===== config.mk =====
export PLATFORM = sky130hd
export DESIGN_NAME = alu_iter_exec
export DESIGN_NICKNAME = d
export VERILOG_FILES = /design/src/rtl/alu_iter_exec.sv
export SDC_FILE = /design/constraint.sdc
export NUM_CORES = 1
export LEC_CHECK = 0
export ABC_AREA = 1
export BUFFER_PORTS_ARGS = -buffer_cell sky130_fd_sc_hd__buf_2
export CAP_MARGIN = 10
export CORE_MARGIN = 4
export CORE_UTILIZATION = 57
export CTS_CLUSTER_SIZE = 30
export DETAILED_ROUTE_END_ITERATION = 16
export PLACE_DENSITY = 0.78
export SYNTH_ARGS = -nofsm -noshare
export SYNTH_HDL_FRONTEND = slang
export SYNTH_SLANG_ARGS = --single-unit

===== constraint.sdc =====
create_clock -name clk -period 5.5 [get_ports clk]
set_input_delay 0.275 -clock clk [delete_from_list [all_inputs] [get_ports clk]]
set_output_delay 0.275 -clock clk [all_outputs]
set_load 0.01 [all_outputs]

===== src/rtl/alu_iter_exec.sv =====
// rtl/alu_iter_exec.sv - multi-cycle ALU execute unit with one-bit-per-cycle shifter
//
// Logic and arithmetic ops complete on the accept edge. Shifts walk one bit
// per cycle through a private shift register. Valid/ready handshakes on the
// request and result sides let the surrounding pipeline stall on long shifts.
//
// Ports:
//   clk        rising-edge clock
//   reset      asynchronous reset, active-low
//   in_valid   request valid
//   in_ready   unit can accept a request this cycle
//   ALUCtrl    5-bit op code (ADD/OR/AND/SUB/SLT/NOR/XOR/SRL/SRA/SLL)
//   Sign       1 = signed SLT compare, 0 = unsigned
//   in1        operand A, shift amount for shifts (low SHAMT_W bits)
//   in2        operand B, value to shift for shifts
//   out_valid  result valid
//   out_ready  consumer takes the result
//   result     registered result
//   zero       registered (result == 0)

module alu_iter_exec #(
    parameter int WIDTH   = 32,
    parameter int SHAMT_W = $clog2(WIDTH)
) (
    input  logic             clk,
    input  logic             reset,
    input  logic             in_valid,
    output logic             in_ready,
    input  logic [4:0]       ALUCtrl,
    input  logic             Sign,
    input  logic [WIDTH-1:0] in1,
    input  logic [WIDTH-1:0] in2,
    output logic             out_valid,
    input  logic             out_ready,
    output logic [WIDTH-1:0] result,
    output logic             zero
);

    localparam logic [4:0] OP_ADD = 5'b00000;
    localparam logic [4:0] OP_OR  = 5'b00001;
    localparam logic [4:0] OP_AND = 5'b00010;
    localparam logic [4:0] OP_SUB = 5'b00110;
    localparam logic [4:0] OP_SLT = 5'b00111;
    localparam logic [4:0] OP_NOR = 5'b01100;
    localparam logic [4:0] OP_XOR = 5'b01101;
    localparam logic [4:0] OP_SRL = 5'b10000;
    localparam logic [4:0] OP_SRA = 5'b11000;
    localparam logic [4:0] OP_SLL = 5'b11001;

    typedef enum logic [1:0] {
        S_IDLE  = 2'd0,
        S_SHIFT = 2'd1,
        S_DONE  = 2'd2
    } state_t;

    state_t             state_q;
    logic [WIDTH-1:0]   result_q;
    logic               zero_q;
    logic [WIDTH-1:0]   shreg_q;
    logic [SHAMT_W-1:0] cnt_q;
    logic               shl_q;   // direction of the running shift: 1 = left
    logic               fill_q;  // bit shifted in from the top on right shifts

    logic [SHAMT_W-1:0] shamt;
    logic               is_shift;
    logic               accept;
    logic               lt;
    logic [WIDTH-1:0]   alu_d;
    logic [WIDTH-1:0]   shift_d;

    assign in_ready  = (state_q == S_IDLE) | ((state_q == S_DONE) & out_ready);
    assign out_valid = (state_q == S_DONE);
    assign result    = result_q;
    assign zero      = zero_q;

    assign accept   = in_valid & in_ready;
    assign shamt    = in1[SHAMT_W-1:0];
    assign is_shift = (ALUCtrl == OP_SRL) | (ALUCtrl == OP_SRA) | (ALUCtrl == OP_SLL);

    always_comb begin
        lt = 1'b0;
        if (Sign) begin
            lt = $signed(in1) < $signed(in2);
        end else begin
            lt = in1 < in2;
        end
    end

    // Single-cycle result. A shift only reaches this path with a zero amount,
    // in which case the value passes through untouched.
    always_comb begin
        alu_d = in1 + in2;
        case (ALUCtrl)
            OP_ADD:  alu_d = in1 + in2;
            OP_OR:   alu_d = in1 | in2;
            OP_AND:  alu_d = in1 & in2;
            OP_SUB:  alu_d = in1 - in2;
            OP_SLT:  alu_d = {{(WIDTH-1){1'b0}}, lt};
            OP_NOR:  alu_d = ~(in1 | in2);
            OP_XOR:  alu_d = in1 ^ in2;
            OP_SRL:  alu_d = in2;
            OP_SRA:  alu_d = in2;
            OP_SLL:  alu_d = in2;
            default: alu_d = in1 + in2;
        endcase
    end

    // One-bit step of the iterative shifter.
    always_comb begin
        shift_d = shreg_q;
        if (shl_q) begin
            shift_d = {shreg_q[WIDTH-2:0], 1'b0};
        end else begin
            shift_d = {fill_q, shreg_q[WIDTH-1:1]};
        end
    end

    always_ff @(posedge clk or negedge reset) begin
        if (!reset) begin
            state_q  <= S_IDLE;
            result_q <= '0;
            zero_q   <= 1'b0;
            shreg_q  <= '0;
            cnt_q    <= '0;
            shl_q    <= 1'b0;
            fill_q   <= 1'b0;
        end else begin
            case (state_q)
                S_SHIFT: begin
                    // Inputs are ignored here; in_ready is low.
                    shreg_q <= shift_d;
                    cnt_q   <= cnt_q - SHAMT_W'(1);
                    if (cnt_q == SHAMT_W'(1)) begin
                        result_q <= shift_d;
                        zero_q   <= (shift_d == '0);
                        state_q  <= S_DONE;
                    end
                end
                default: begin
                    // IDLE and DONE share the accept path so a DONE with
                    // out_ready can take the next op on the same edge.
                    if (accept) begin
                        if (is_shift && (shamt != '0)) begin
                            shreg_q <= in2;
                            cnt_q   <= shamt;
                            shl_q   <= (ALUCtrl == OP_SLL);
                            fill_q  <= (ALUCtrl == OP_SRA) & in2[WIDTH-1];
                            state_q <= S_SHIFT;
                        end else begin
                            result_q <= alu_d;
                            zero_q   <= (alu_d == '0);
                            state_q  <= S_DONE;
                        end
                    end else if ((state_q == S_DONE) && out_ready) begin
                        state_q <= S_IDLE;
                    end
                end
            endcase
        end
    end

endmodule


==> metrics.md <==
| Metric | Value |
|---|---|
| Status | `finished clean` |
| Grt total ovfl | `0` |
| Postcts setup bufs | `0` |
| Post-synth EDFFs | `0` |
| Placed insts | `2088` |
| Routed len/inst | `19.9 um` |
| PortBufs | `108` |
| Setup_tns | `0 ns` |
| Layout cells sized above 1 | `0.0901` |
| Final #Nets | `2044` |
| Initial DRC count | `1527` |
| Bufs on Longest Clock Path | `2` |
| Yosys warns | `0` |
| DRT antenna net count | `0` |
| Vias per cell | `6.10` |
| Mapped Area | `10500 um^2` |
| Clk_skew | `0.00355 ns` |
| GRT Util Overall | `0.395` |
| Die area | `20700 um^2` |
| H-tree depth | `3` |
| CTS tree | `built` |
| Clk slew on worst S/H paths | `0.06 ns` |
| RSZ-0062 raised after global routing | `false` |
| Fin. max-slew vios | `0` |
| DR vias | `12.8k` |
| Hpwl dp | `33.5 mm` |
| Leakage power | `5.96 nW` |
| Synth async-reset ratio | `1.00` |
| CP Capture Type | `register` |
| CP startpoint kind | `register` |
| Worst Tran Pin Value | `1.04 ns` |
| Worst VDD drop | `0.219 mV` |
| Max-cap violations | `0` |
| Vias in the first global route | `11.7k` |
| Rel. slew slack | `0.303` |
| Yosys top cell area share | `0.180` |
| Largest fanout on the critical path | `60` |
| # diodes | `0` |
| Crit share post-route | `0.586` |
| Synthesized area per cell | `5.80 um^2` |
| Synth cell types | `51` |
| Tmin final | `3.22 ns` |
| Hold_buf cts | `0` |
| Synth-to-Final Area Change | `7.85%` |
| Setup CP Type | `register to register` |
| Routed WL | `41.8 mm` |
| IO Count | `109` |
| Synth top area cells | `nand2_1 (18%), dfrtp_1 (18%), ha_1 (12%)` |
| Most common cell after layout, fill and taps aside | `nand2_1` |
| Num rows | `49` |
| DRT Pass-1 Iters | `9` |
| Root buffer cell | `clkbuf_16` |
| Largest net degree at the start of global routing | `75` |
| Non-Filler Instances | `2104` |
| Arrival time worst endpoint | `3.47 ns` |
| #FFs+latches synth | `74` |
| GPL Wtd Cong | `1.14` |
| Worst min-delay path class | `input port to asynchronous set/reset pin` |
| Area leader, netlist | `nand2_1` |
| Critical Path RT | `5.75 ns` |
| Sequential area share after synthesis | `0.176` |
| PwrDens | `283 nW/um^2` |
| Initial antenna violation count | `1` |
| Net Count, Synth | `1989` |
| Clk Latency, worst-skew pair | `0.33 ns` |
| Initial core utilization | `0.582` |
| Top_reg_cell synth | `dfrtp_1` |
| Fmax | `310 MHz` |
| # setup viols final | `0` |
| Clock Sinks | `74` |
| Commonest non-fill, non-tap cells in the layout | `nand2_1 (506), inv_1 (272), nor2_1 (200)` |
| Resized cells post-CTS | `0` |
| Die height | `144 um` |
| Global-route wire length before repair | `63.5 mm` |
| Cells after synthesis | `1815` |
| # DRC | `0` |
| Die W | `144 um` |
| Final hold violation count | `0` |
| Total core area | `18100 um^2` |
| Total CTS buffers | `9` |
==> routing by layer <==
layer	vias to the layer above	share of wire	GRT usage
li1	6022	-	-
met1	5854	0.40	0.544
met2	834	0.43	0.609
met3	116	0.14	0.0972
met4	2	0.037	0.129
met5	-	0.00031	0
==> where the power goes <==
group	leakage (nW)	internal [mW]	total, mW	switching (mW)
Combinational	4.95	0.559	1.69	1.13
Clock	0.136	0.350	0.571	0.221
Sequential	0.873	0.806	0.952	0.146
==> metrics by stage <==
step	utilization	cell area, um^2	power (mW)	setup slack, ns	hold WS [ns]
after CTS	0.628	11400	3.17	2.35	0.110
final	0.628	11400	3.22	2.28	0.0743
after global placement	0.612	11100	2.55	2.21	0.457
after floorplan	-	10500	2.02	3.23	-0.0206
after detailed placement	0.612	11100	2.59	2.08	0.459
after global routing	0.628	11400	3.45	2.05	0.178
==> cell families (layout without fill, tap and decap cells) <==
family / after synthesis / in the layout / synth area share
xor+xnor: 7 / 7 / 0.00582
compound gates: 302 / 302 / 0.167
flops: 74 / 74 / 0.176
buf+inv: 350 / 410 / 0.134
simple gates: 982 / 982 / 0.398
fa+ha+maj: 100 / 100 / 0.120
==> final cells by class <==
type	instances	area (um^2)
Clock buffer	11	233
Tap cell	229	287
Timing Repair Buffer	116	603
Clock inverter	5	55.1
Inverter	278	1040
Sequential cell	74	1850
Multi-Input combinational cell	1391	7290
Fill cell	1811	6720
==> path summary, 6_finish.rpt <==
| check | end | depth (start not counted) | slack, ns | startpoint |
|---|---|---|---|---|
| worst max-delay path | result[4] | 9 | 2.28 | state_q[1] |
| worst min-delay path | result[5] | 1 | 0.07 | reset |
| worst max register to register | result[4] | 9 | 2.28 | state_q[1] |
| worst min register to register | result[0] | 2 | 0.49 | result[0] |
| max in group asynchronous | shreg_q[24] | 1 | 4.82 | reset |
| min in group clk | shreg_q[26] | 3 | 0.26 | in2[26] |
==> registers in the layout, indices dropped and copies added, names as in the netlist <==
register and cells:
zero 1, fill_q 1, shreg_q 32, cnt_q 5
result 32, state_q 2, shl_q 1
==> cells in the mapped netlist (all sizes together), types with 24 or more instances <==
cell type    n
a21oi       85
a31oi       33
buf         48
clkbuf      24
dfrtp       74
ha          98
inv        277
nand2      511
nand3      169
nand4       45
nor2       206
o21ai      103
==> worst max-delay path: stages, from the launching register on <==
cell	delay [ns]
dfrtp_1	0.41
nor2_2	0.11
buf_4	0.34
inv_2	0.32
buf_4	0.36
nand2_1	0.15
nand2_1	0.24
inv_2	0.80
o21ai_0	0.21
o21ai_1	0.18
(Power assumes the default switching activity.)
